==> src/rtl/loop_config_sequencer.sv <==
// loop_config_sequencer: config/launch sequencer for the SIMD nested-loop address generator.
// Ports:
//   clk, reset (sync, active-low)
//   instr_valid/instr_ready/instr_opcode/instr_loop_idx/instr_data : instruction handshake
//     opcode 0=SET_BASE 1=SET_ITER 2=SET_STRIDE 3=START
//   base, stride, num_iter : config registers to the generator (stride/num_iter packed per loop)
//   start_loop (pulse), in_nested_loop (level) : launch control to the generator
//   loop_done_in, address_valid_in : generator feedback
//   seq_done (pulse), addr_count, cfg_err (sticky), timeout_err (sticky) : status
// Optional: define LOOP_SEQ_WATCHDOG_EN to build the RUN-state watchdog (TIMEOUT_CYCLES).
module loop_config_sequencer #(
    parameter NUM_MAX_LOOPS     = 7,
    parameter LOG_NUM_MAX_LOOPS = 3,
    parameter BASE_WIDTH        = 32,
    parameter STRIDE_WIDTH      = BASE_WIDTH,
    parameter NUM_ITER_WIDTH    = 32,
    parameter DATA_WIDTH        = 32,
    parameter TIMEOUT_CYCLES    = 1048576
) (
    input  logic                                    clk,
    input  logic                                    reset,
    input  logic                                    instr_valid,
    output logic                                    instr_ready,
    input  logic [1:0]                              instr_opcode,
    input  logic [LOG_NUM_MAX_LOOPS-1:0]            instr_loop_idx,
    input  logic [DATA_WIDTH-1:0]                   instr_data,
    output logic [BASE_WIDTH-1:0]                   base,
    output logic [STRIDE_WIDTH*NUM_MAX_LOOPS-1:0]   stride,
    output logic [NUM_ITER_WIDTH*NUM_MAX_LOOPS-1:0] num_iter,
    output logic                                    start_loop,
    output logic                                    in_nested_loop,
    input  logic                                    loop_done_in,
    input  logic                                    address_valid_in,
    output logic                                    seq_done,
    output logic [31:0]                             addr_count,
    output logic                                    cfg_err,
    output logic                                    timeout_err
);
    typedef enum logic [1:0] {IDLE, LAUNCH, RUN, FINISH} state_t;

    if (DATA_WIDTH < BASE_WIDTH || DATA_WIDTH < STRIDE_WIDTH || DATA_WIDTH < NUM_ITER_WIDTH ||
        TIMEOUT_CYCLES < 1 || NUM_MAX_LOOPS > (1 << LOG_NUM_MAX_LOOPS)) begin : g_bad_params
        $error("loop_config_sequencer: illegal parameter combination");
    end

    state_t                              state_q, state_d;
    logic [BASE_WIDTH-1:0]               base_q, base_d;
    logic [STRIDE_WIDTH*NUM_MAX_LOOPS-1:0]   stride_q, stride_d;
    logic [NUM_ITER_WIDTH*NUM_MAX_LOOPS-1:0] num_iter_q, num_iter_d;
    logic                                start_loop_q, start_loop_d;
    logic                                in_nested_loop_q, in_nested_loop_d;
    logic                                seq_done_q, seq_done_d;
    logic                                instr_ready_q, instr_ready_d;
    logic                                cfg_err_q, cfg_err_d;
    logic [31:0]                         addr_count_q, addr_count_d;
    logic                                accept, idx_ok, wd_expired;

    assign accept = instr_valid && instr_ready_q;
    assign idx_ok = 32'(instr_loop_idx) < NUM_MAX_LOOPS;

`ifdef LOOP_SEQ_WATCHDOG_EN
    localparam WD_W = $clog2(TIMEOUT_CYCLES + 1);
    logic [WD_W-1:0] wd_cnt_q, wd_cnt_d;
    logic            timeout_err_q, timeout_err_d;

    // Counter holds the number of RUN cycles already completed; it expires in the last allowed one.
    assign wd_expired = (state_q == RUN) && (wd_cnt_q == WD_W'(TIMEOUT_CYCLES - 1));

    always_comb begin
        wd_cnt_d      = (state_q == RUN) ? wd_cnt_q + WD_W'(1) : '0;
        timeout_err_d = timeout_err_q || (wd_expired && !loop_done_in);
    end

    always_ff @(posedge clk) begin
        if (!reset) begin
            wd_cnt_q      <= '0;
            timeout_err_q <= 1'b0;
        end else begin
            wd_cnt_q      <= wd_cnt_d;
            timeout_err_q <= timeout_err_d;
        end
    end

    assign timeout_err = timeout_err_q;
`else
    assign wd_expired  = 1'b0;
    assign timeout_err = 1'b0;
`endif

    always_comb begin
        state_d      = state_q;
        base_d       = base_q;
        stride_d     = stride_q;
        num_iter_d   = num_iter_q;
        cfg_err_d    = cfg_err_q;
        addr_count_d = addr_count_q;
        case (state_q)
            IDLE: begin
                if (accept) begin
                    case (instr_opcode)
                        2'd0: base_d = instr_data[BASE_WIDTH-1:0];
                        2'd1, 2'd2: begin
                            if (!idx_ok) cfg_err_d = 1'b1;
                            for (int i = 0; i < NUM_MAX_LOOPS; i++) begin
                                if (instr_loop_idx == LOG_NUM_MAX_LOOPS'(i)) begin
                                    if (instr_opcode == 2'd1)
                                        num_iter_d[i*NUM_ITER_WIDTH +: NUM_ITER_WIDTH] = instr_data[NUM_ITER_WIDTH-1:0];
                                    else
                                        stride_d[i*STRIDE_WIDTH +: STRIDE_WIDTH] = instr_data[STRIDE_WIDTH-1:0];
                                end
                            end
                        end
                        default: begin
                            addr_count_d = '0;
                            state_d      = LAUNCH;
                        end
                    endcase
                end
            end
            // loop_done_in is deliberately not looked at here.
            LAUNCH: state_d = RUN;
            RUN: begin
                if (address_valid_in && addr_count_q != '1) addr_count_d = addr_count_q + 32'd1;
                if (loop_done_in || wd_expired) state_d = FINISH;
            end
            default: state_d = IDLE;
        endcase
        // Outputs are registered: decode them from the state being entered.
        start_loop_d     = state_d == LAUNCH;
        in_nested_loop_d = state_d == LAUNCH || state_d == RUN;
        seq_done_d       = state_d == FINISH;
        instr_ready_d    = state_d == IDLE;
    end

    always_ff @(posedge clk) begin
        if (!reset) begin
            state_q          <= IDLE;
            base_q           <= '0;
            stride_q         <= '0;
            num_iter_q       <= '0;
            start_loop_q     <= 1'b0;
            in_nested_loop_q <= 1'b0;
            seq_done_q       <= 1'b0;
            instr_ready_q    <= 1'b1;
            cfg_err_q        <= 1'b0;
            addr_count_q     <= '0;
        end else begin
            state_q          <= state_d;
            base_q           <= base_d;
            stride_q         <= stride_d;
            num_iter_q       <= num_iter_d;
            start_loop_q     <= start_loop_d;
            in_nested_loop_q <= in_nested_loop_d;
            seq_done_q       <= seq_done_d;
            instr_ready_q    <= instr_ready_d;
            cfg_err_q        <= cfg_err_d;
            addr_count_q     <= addr_count_d;
        end
    end

    assign instr_ready    = instr_ready_q;
    assign base           = base_q;
    assign stride         = stride_q;
    assign num_iter       = num_iter_q;
    assign start_loop     = start_loop_q;
    assign in_nested_loop = in_nested_loop_q;
    assign seq_done       = seq_done_q;
    assign addr_count     = addr_count_q;
    assign cfg_err        = cfg_err_q;
endmodule

==> config.mk <==
export PLATFORM = sky130hd
export DESIGN_NAME = loop_config_sequencer
export DESIGN_NICKNAME = d
export VERILOG_FILES = /design/src/rtl/loop_config_sequencer.sv
export SDC_FILE = /design/constraint.sdc
export NUM_CORES = 1
export LEC_CHECK = 0
export ABC_AREA = 0
export BUFFER_PORTS_ARGS = -buffer_cell sky130_fd_sc_hd__buf_2
export CORE_AREA = 2 2 218 220
export DETAILED_ROUTE_END_ITERATION = 7
export DIE_AREA = 0 0 220 222
export PLACE_DENSITY_LB_ADDON = 0.2
export SLEW_MARGIN = 10
export SYNTH_ARGS = -nofsm -noshare
export SYNTH_HDL_FRONTEND = slang
export SYNTH_SLANG_ARGS = --single-unit
==> constraint.sdc <==
create_clock -name clk -period 6.79 [get_ports clk]
set_input_delay 1.0185 -clock clk [delete_from_list [all_inputs] [get_ports clk]]
set_output_delay 1.0185 -clock clk [all_outputs]
set_load 0.05 [all_outputs]
# Yosys cells after proc, flatten, opt, wreduce, memory -nomap -nowiden
# Cells that the tools add are included.
totals:
  register_bits: 519
  latchBits: 0
  ramBits: 0
  mem_bits_ro: 0
  input_bits: 42
  output_inout_bits: 518
  elab_cells: 78
  n_memories: 0
op_classes:
  n_addsub: 1
  mul: 0
  div: 0
  magnitude_cmp: 1
  n_eq_ne: 17
  n_shift: 0
  muxes: 8
  bitwise: 2
  reduce_logical: 27
op_table:
  columns: ["op", "n"]
  rows:
  - ["2-to-1 mux 32 bit", 3]
  - ["AND reduction 5 bit", 14]
  - ["one-hot mux 32 bit (2 select lines)", 1]
  - ["adder 32 x 1 -> 32 bit (second input constant)", 1]
  - ["!= test 32 bit (second input constant)", 1]
  - ["equality test 3 bit (second input constant)", 3]
  - ["equality test 2 bit (second input constant)", 4]
  - ["AND reduction 4 bit", 2]
  - ["equality test 2 x 1 -> 1 bit (second input constant)", 3]
  - ["equality test 3 x 2 -> 1 bit (second input constant)", 2]
  - ["zero test 2 bit", 3]
  - ["2-to-1 mux 2 bit", 3]
  - ["!= test 2 bit (second input constant)", 3]
  - ["one-hot mux 2 bit (3 select lines)", 1]
  - ["equality test 3 x 1 -> 1 bit (second input constant)", 1]
  - ["zero test 3 bit", 1]
  - ["less-than comparator 3 bit (second input constant)", 1]
  - ["AND reduction 3 bit", 1]
  - ["OR reduction 3 bit", 1]
  - ["logical AND 1 bit", 2]
  - ["inverter 1 bit", 2]
  - ["nonzero test 2 bit", 1]
  - ["OR reduction 2 bit", 1]
  - ["logical OR 1 bit", 1]

# Longest topological paths before layout
# Gate-level depths: netlist of run 1.
logic_depth:
  word_depth: 7
  depth_mapped: 9
  mapped_depth_nobuf: 8

# Worst setup path before layout of run 1
# No wires, ideal clock.
synth_timing:
  path_kind: "register -> register"
  from: "reg addr_count_q[0], in the netlist addr_count[0]"
  to: "reg addr_count_q[28], in the netlist addr_count[28]"
  setup_time_ns: 0.063
  arrival_ns: 2.717
  t_required_ns: 6.727
  path_slack_ns: 4.010
  stages_incl_launch_ff: 7
  path_buffers: 0
  synth_period_minus_slack_ns: 2.780
  path_cell_list: "dfxtp_1 ha_1 nand4_1 or4_4 or4_4 or4_1 nand3_1"
synth_between:
  elab_chain_cells: 4
  elab_cells_between_ends: 7
  classes_between: "add/sub: 1; eq/ne: 2; mux: 2; reduce/logical: 2"
synth_lines:
  columns: ["element", "line_no", "text"]
  rows:
  - ["start, declared", "55", "logic [31:0] addr_count_q, addr_count_d;"]
  - ["start signal, assigned", "157", "addr_count_q <= addr_count_d;"]
  - ["parallel branches: the longest is 4 deep, another holds adder 32 x 1 -> 32 bit", null, null]
# Parallel ways; which one is timed is not known. The select of a mux whose other input is x is not followed.
# A chain may end at the register's enable or synchronous reset.

# Worst setup path in the final report of run 1
layout_timing:
  from: "reg addr_count_q[0], in the netlist addr_count[0]"
  to: "reg addr_count_q[3], in the netlist addr_count[3]"
# Same word-level chain as after synthesis.

==> impl_metrics.tcl, run 1 <==
set metrics [dict create \
    outcome "finished, final reports clean" \
    hold_viol 0 \
    drt_wl_total_um 75700 \
    drt_first_iter_violations 1656 \
    ant_nets 0 \
    hpwl_um 49900 \
    cts_tree "yes" \
    synth_area_leaders "dfxtp_1 55%, nand2_1 20%, a21oi_1 13%" \
    vias 18700 \
    worstPathMaxFanout 13 \
    end_kind "register" \
    drive_gt1_share_pct 23.7 \
    drc_errors 0 \
    track_usage_pct 29.5 \
    cts.path.max_buffers 3 \
    synth_top_cell_by_area "dfxtp_1" \
    synth_top_area_share_pct 55.4 \
    layout_min_cycle_time_ps 2820 \
    final_nets 2915 \
    worstSkewPairLatency_ps 600 \
    initial_core_util_pct 40.6 \
    grt_max_degree 221 \
    avgSynthCellArea_um2 7.75 \
    rows 79 \
    setup_viol 0 \
    clockRootBuffer "clkbuf_16" \
    routed_via_density 5.32 \
    area_growth_pct 25.7 \
    fin_setup_tns_ps 0 \
    async_flop_share_pct 0 \
    top_usage_layer "met2" \
    fillCellCount 4474 \
    cp.required_ps 7300 \
    synthCells 2420 \
    max_stage_delay_ps 840 \
    grtUsageMet1_pct 36.5 \
    grt_util_met2_pct 47.7 \
    grt_overflow_total 0 \
    path_class "register to register" \
    hold_buffers 0 \
    holdWs_ps 449 \
    die_w_um 220 \
    grt_use_met3_pct 8.31 \
    grt_pass1_vias 16900 \
    antenna_found_initial 5 \
    die-height_um 222 \
    worst_pin_slew_ps 1180 \
    wire_per_inst_um 21.6 \
    synth_edf_count 0 \
    critPathSlowestCell "o31ai_1" \
    io_buffers 558 \
    skew_ps 17.0 \
    maxCapViolations 0 \
    power_mw 6.51 \
    cp-start-kind "register" \
    worstPathCellList "ha_1, nand4_1, or4_4, o31ai_1, o211ai_1, a31oi_1" \
    slew_viol_final 0 \
    ir_worst_vdd_mv 0.226 \
    grt_pass1_wl_um 108000 \
    cts_setup_buffers 0 \
    hp-class "register to register" \
    ff_latch_area_um2 10400 \
    synth_fp_nets 2472 \
    maxSlewHeadroom_pct 21.6 \
    finalWeightedCongestion 0.907 \
    synth_ff_type "dfxtp_1" \
    power_leakage_nw 9.60 \
    cts_resized 0 \
    yosysSeqAreaShare_pct 55.4 \
    power_per_cell_area_nw_per_um2 276 \
    clkTransAtPathRegs_ps 60 \
    multi_input_area_um2 7680 \
    ys_types 53 \
    fin_crit_sh_pct 41.5 \
    rsz0062_at_grt "false" \
    ioPinCount 560 \
    die-area_um2 48800 \
    synth_area_um2 18800 \
    dr.pass1.iters 6 \
    fmax_ghz 0.355 \
    core_um2 46300 \
    cp.arrival_ps 3330 \
    ys_warn_count 0 \
    ys_ff_latch 519 \
    cts.sinks 519 \
    cts_buffers 54 \
    h-tree-depth 2 \
]
## kinds of logic after synthesis
family / count (synthesis) / synth area share, %
other: 1 / 0.0200
XOR/XNOR: 1 / 0.0467
multiplexers: 1 / 0.0534
AND/OR/NAND/NOR: 1126 / 23.9
buffers and inverters: 207 / 4.17
AO/OA/AOI/OAI: 555 / 15.7
adder cells (fa/ha/maj): 10 / 0.667
flip-flops: 519 / 55.4
## synthesized netlist by cell type (3+ instances only)
cell / number
inv_1: 13
and3_1: 9
a21oi_1: 486
and2_1: 7
clkbuf_1: 190
nor4_1: 5
nand3_1: 30
ha_1: 10
o21ai_0: 10
nand4_1: 11
o311ai_0: 3
nand2b_1: 5
nand2_1: 996
or3_1: 4
o31ai_1: 9
dfxtp_1: 519
and4_1: 4
a31oi_1: 13
nor3_1: 12
o211ai_1: 13
or4_1: 9
nor2_1: 23
## worst max-delay path, delay by kind of cell (launching register included)
family / cells / cell delay [ps]
adder cells (fa/ha/maj): 1 / 280
AND/OR/NAND/NOR: 2 / 770
AO/OA/AOI/OAI: 3 / 1240
flip-flops: 1 / 440
## sequential cells by signal (all words and copies together) (netlist names)
signal          flops
addr_count         32
base               32
cfg_err             1
in_nested_loop      1
instr_ready         1
num_iter          224
seq_done            1
start_loop          1
state_q             2
stride            224
## power breakdown
part	switching (mW)	internal, mW
logic	0.419	0.0873
registers	0.0218	3.09
clock network	1.22	1.67
## final timing paths
| check | startpoint | endpoint | slack, ps | cells past startpoint |
|---|---|---|---|---|
| max reg2reg | addr_count[0] | addr_count[3] | 3970 | 6 |
| min reg2reg | stride[81] | stride[81] | 450 | 2 |
| min | stride[81] | stride[81] | 450 | 2 |
| max | addr_count[0] | addr_count[3] | 3970 | 6 |
## final cells by class
cell class / instances / share of cell area [%]
diodes: 3 / 0.0318
well taps: 607 / 3.22
multi-input cells: 1694 / 32.6
repair buffers: 581 / 12.6
flip-flops and latches: 519 / 44.1
clock buffers: 87 / 6.90
clock inverters: 10 / 0.377
inverters: 13 / 0.239
## cells in the final DEF, fill, tap and decap left out, types with 10 or more instances in the layout
cell,netlist,routed
clkbuf_1,190,19
o21ai_0,10,10
o211ai_1,13,13
a21oi_1,486,486
nand4_1,11,11
buf_2,1,558
ha_1,10,10
dfxtp_1,519,519
inv_1,13,12
buf_4,1,22
clkbuf_16,0,55
nand2_1,996,995
clkbuf_8,0,13
nand3_1,30,28
nor2_1,23,15
a31oi_1,13,13
## metal layers
| metal | part of all wire, % | routed length [µm] |
|---|---|---|
| met1 | 40 | 30000 |
| met2 | 46 | 35100 |
| met3 | 9.7 | 7360 |
| met4 | 4.2 | 3190 |
| met5 | 0 | 0 |
## stage by stage
step / utilization, % / worst slack, ps / std cells / instance area, µm²
after global routing: 51.0 / 3780 / 3514 / 23600
after detailed placement: 47.3 / 3470 / 3414 / 21900
after CTS: 51.0 / 4000 / 3511 / 23600
after global placement: 47.3 / 3450 / 3414 / 21900
after floorplan: - / 4010 / 2420 / 18800
final: 51.0 / 3970 / 3514 / 23600
Note: power is estimated with default switching activity, not from simulation.
==> run 2: changes to the inputs <==
Clock period 6.79 ns to 2.44 ns, I/O delays scaled along.
==> run 2 against run 1 <==
Net effect:
- clock skew shrank 2.7 ps
- design area rose by 2.9%
- utilization is 1.5 points higher
- non-clock buffer count grew 50
- die area unchanged
- total power grew to 2.8 times the previous value
- global-route usage down 0.11 points
- sequential cell count is the same
- final cell count is 1.4% higher
- critical endpoint is now addr_count[28]
- largest cell class unchanged
- highest routed layer unchanged
==> impl_metrics.tcl, run 2 (synthesis results as in run 1) <==
set metrics [dict create \
    outcome "finished, final reports clean" \
    grt_pass1_vias 17200 \
    worstSkewPairLatency_ps 610 \
    setup_viol 0 \
    fin_setup_tns_ps 0 \
    grt_overflow_total 0 \
    grt_use_met3_pct 6.50 \
    power_per_cell_area_nw_per_um2 753 \
    path_class "register to register" \
    final_common_cell "nand2_1" \
    fmax_ghz 0.425 \
    final_cells 3563 \
    maxSlewHeadroom_pct 44.4 \
    cts_setup_buffers 0 \
    die-height_um 222 \
    cts_tree "yes" \
    cts_resized 0 \
    ioPinCount 560 \
    grt_pass1_wl_um 109000 \
    cts_buffers 53 \
    skew_ps 14.3 \
    rows 79 \
    rsz0062_at_grt "false" \
    fin_crit_sh_pct 96.5 \
    layout_min_cycle_time_ps 2350 \
    critPathSlowestCell "or4_4" \
    max_stage_delay_ps 540 \
    drc_errors 0 \
    worstPathMaxFanout 6 \
    power_leakage_nw 9.94 \
    cp-start-kind "register" \
    die_w_um 220 \
    cp.required_ps 2980 \
    final_nets 2964 \
    hold_viol 0 \
    grtUsageMet1_pct 36.5 \
    maxCapViolations 0 \
    h-tree-depth 2 \
    drt_first_iter_violations 1745 \
    worstPathCellList "ha_2, nand4_1, or4_4, or4_4, or4_1, nand3_1" \
    finalWeightedCongestion 0.881 \
    slew_viol_final 0 \
    clkTransAtPathRegs_ps 60 \
    clockRootBuffer "clkbuf_16" \
    hold_buffers 0 \
    wire_per_inst_um 21.1 \
    mostFrequentLayoutCells "996 x nand2_1, 558 x buf_2, 499 x dfxtp_1" \
    hp-class "input port to register" \
    core_um2 46300 \
    io_buffers 558 \
    track_usage_pct 29.4 \
    drive_gt1_share_pct 25.8 \
    routed_via_density 5.30 \
    top_usage_layer "met2" \
    drt_wl_total_um 75100 \
    worst_pin_slew_ps 834 \
    dp_cells 3464 \
    grt_util_met2_pct 49.8 \
    end_kind "register" \
    cpMostUsedCell "or4_4" \
    grt_max_degree 108 \
    cp.arrival_ps 2890 \
    area_growth_pct 29.3 \
    initial_core_util_pct 40.6 \
    ir_worst_vdd_mv 0.689 \
    hpwl_um 51300 \
    cts.path.max_buffers 3 \
    dr.pass1.iters 6 \
    vias 18900 \
    ant_nets 0 \
    cts.sinks 519 \
    antenna_found_initial 5 \
    die-area_um2 48800 \
]
## run 2: cell types whose count changed in the layout (fill, tap and decap cells not counted), sizes merged
cell / previous run / this run
buf: 581 / 631
clkbuf: 87 / 78
clkinv: 6 / 11
bufinv: 1 / 4
diode: 3 / 5
clkinvlp: 1 / 0
inv: 15 / 14
## run 2: report_power, final
group	internal (mW)	switching [mW]
Combinational	0.285	1.16
Sequential	8.58	0.0590
Clock	4.81	3.37
Total	13.7	4.59
## run 2: layout make-up
class,count,area (µm²)
clock buffers,78,1550
multi-input cells,1694,7690
inverters,13,56.3
diodes,5,12.5
flip-flops and latches,519,10400
clock inverters,16,184
repair buffers,631,3590
well taps,607,759
fillers,4468,22000
## run 2: path summary, 6_finish.rpt
path / cells past startpoint / slack [ps] / to / start
max reg2reg: 6 / 90 / addr_count[28] / addr_count[0]
min reg2reg: 2 / 450 / stride[144] / stride[144]
min: 2 / 90 / instr_ready / reset
max: 6 / 90 / addr_count[28] / addr_count[0]
## run 2: layer usage
metal	wire, µm	vias to the layer above	share of wire (%)
met3	6380	124	8.5
li1	-	8906	-
met2	36600	850	49
met4	2390	0	3.2
met1	29700	9019	40
met5	0	-	0
## run 2: per-stage QoR
stage	setup slack, ps	instance area [µm²]	utilization, %	power (mW)	hold slack (ps)
2_1_floorplan	2.25	18800	-	9.71	502
3_3_place_gp	98.6	22500	48.7	10.3	438
3_5_place_dp	29.8	22500	48.7	10.3	443
4_1_cts	15.5	24300	52.4	18.4	64.2
5_1_grt	16.8	24300	52.5	18.8	99.5
6_report	86.5	24300	52.5	18.3	92.1
## run 2: critical path, delay by kind of cell, from the launching register on
family | cells | cell delay [ps]
and+or+nand+nor | 5 | 1750
DFF | 1 | 370
adders and majority gates | 1 | 180
==> run 3: changes to the inputs <==
==> constraint.sdc (replaced) <==
create_clock -name clk -period 2.44 [get_ports clk]
set_input_delay 0 -clock clk [delete_from_list [all_inputs] [get_ports clk]]
set_output_delay 0 -clock clk [all_outputs]
set_load 0.05 [all_outputs]
==> run 3 against run 2 <==
Net effect:
- sequential power hardly changed
- critical endpoint unchanged
- register-to-register slack hardly changed
- clock power is 3.4% lower
- hold slack worse by 58 ps
- wire length is 1.4% higher
- die area stayed put
- via count is 0.85% higher
- critical path depth stayed put
==> impl_metrics.tcl, run 3 (synthesis results as in run 1) <==
set metrics [dict create \
    outcome "finished, final reports clean" \
    drc_errors 0 \
    io_buffers 558 \
    multi_input_area_um2 7700 \
    die-height_um 222 \
    fin_area_um2 24600 \
    ir_worst_vdd_mv 0.597 \
    min_path_cells 5 \
    cp.required_ps 2980 \
    dp_slack_ps 104 \
    maxSlewHeadroom_pct 45.4 \
    crit_family "simple AND/OR/NAND/NOR gates" \
    final_common_cell "nand2_1" \
    rows 79 \
    cp.arrival_ps 2880 \
    slew_viol_final 0 \
    grt_max_degree 124 \
    worstPathMaxFanout 6 \
    drt_wl_total_um 76100 \
    ff_latch_area_um2 10400 \
    power_per_cell_area_nw_per_um2 734 \
    setup_viol 0 \
    layout_min_cycle_time_ps 2350 \
    regToRegEndpoint "addr_count[28]" \
    power_leakage_nw 10.1 \
    power_mw 18.0 \
    timing.final.ws_setup_ps 94.0 \
    ff2ff_setup_slack_ps 90 \
    grt_pass1_wl_um 110000 \
    worstSkewPairLatency_ps 600 \
    cp-start-kind "register" \
    min_from "instr_valid" \
    ioPinCount 560 \
    worstPathCellList "ha_2, nand4_1, or4_4, or4_4, or4_1, nand3_1" \
    track_usage_pct 29.9 \
    clockRootBuffer "clkbuf_16" \
    cts_buffers 53 \
    rr_worst_depth 6 \
    end_kind "register" \
    maxCapViolations 0 \
    routed_via_density 5.29 \
    dr.pass1.iters 5 \
    finalWeightedCongestion 0.888 \
    clkTransAtPathRegs_ps 60 \
    final_nets 3006 \
    grt_pass1_vias 17400 \
    worst_pin_slew_ps 819 \
    fin_crit_sh_pct 96.1 \
    cts.sinks 519 \
    hold_viol 0 \
    die-area_um2 48800 \
    rsz0062_at_grt "false" \
    fillCellCount 4397 \
    cts.path.max_buffers 3 \
    mostFrequentLayoutCells "996 x nand2_1, 558 x buf_2, 499 x dfxtp_1" \
    max_stage_delay_ps 540 \
    path_class "register to register" \
    grt_overflow_total 0 \
    cp.buffers_inverters 0 \
    place_area_um2 22500 \
    drt_first_iter_violations 1537 \
    r2r_start "addr_count[0]" \
    critPathSlowestCell "or4_4" \
    hpwl_um 51800 \
    wire_per_inst_um 21.1 \
    fin_setup_tns_ps 0 \
    die_w_um 220 \
    core_um2 46300 \
    vias 19100 \
    drive_gt1_share_pct 25.5 \
    antenna_found_initial 4 \
    hp-class "input port to register" \
    cpMostUsedCell "or4_4" \
    cts_tree "yes" \
    fmax_ghz 0.426 \
    ant_nets 0 \
    skew_ps 13.2 \
    whs_endpoint "state_q[0]" \
    fin_util_pct 53.1 \
    initial_core_util_pct 40.6 \
    h-tree-depth 2 \
    area_growth_pct 31.0 \
]
## run 3: cell count changes in the layout (fill, tap and decap cells not counted), moves of 2 or more
cell / change
clkinvlp_4: +3
buf_12: -3
clkinv_2: -4
clkbuf_1: +4
clkbuf_8: +2
buf_4: +8
diode_2: -2
bufinv_16: -3
dlygate4sd3_1: +37
## run 3: power breakdown
part           switching (mW)  internal [mW]
Clock                    3.38           4.52
Combinational            1.18          0.322
Sequential             0.0602           8.58
Total                    4.62           13.4
## run 3: worst max path at each step
stage                  start        endpoint  slack [ps]  cells past startpoint
4_1_cts        addr_count[0]  addr_count[28]         100                      6
3_3_place_gp   addr_count[0]  addr_count[28]         110                      6
3_5_place_dp   addr_count[0]  addr_count[28]         100                      6
6_report       addr_count[0]  addr_count[28]          90                      6
2_1_floorplan  addr_count[0]  addr_count[28]           2                      6
5_1_grt           state_q[0]  addr_count[12]          40                      9
## run 3: final cells by class
cell class / instances / area share (%)
well taps: 607 / 3.09
flip-flops and latches: 519 / 42.4
multi-input cells: 1694 / 31.3
clock inverters: 12 / 0.422
inverters: 13 / 0.229
clock buffers: 83 / 6.39
repair buffers: 673 / 16.1
diodes: 3 / 0.0305
## run 3: what timing repair did
item	4_1_cts	5_1_grt
setup endpoints to repair	0	8
hold buffers	37	0
resized for setup	0	3
hold endpoints to repair	502	0
buffers inserted	0	1
## run 3: per-layer routing
metal / global-route usage, % / vias up / share of wire (%)
met4: 13.7 / 2 / 4.9
met2: 48.7 / 838 / 47
met1: 36.5 / 9027 / 39
met3: 8.22 / 205 / 9.0
met5: 0 / - / 0.017
li1: - / 8988 / -
## run 3: per-stage QoR
step	hold WS, ps	cells
after floorplan	136	2420
after global placement	315	3468
after detailed placement	345	3468
after CTS	13.3	3600
after global routing	101	3604
final	34.6	3604
## run 3: tightest hold or removal path, cell delays in order
cell,delay (ps)
buf_2,120
nand4_1,190
a21oi_1,140
inv_1,90
nor2_1,40
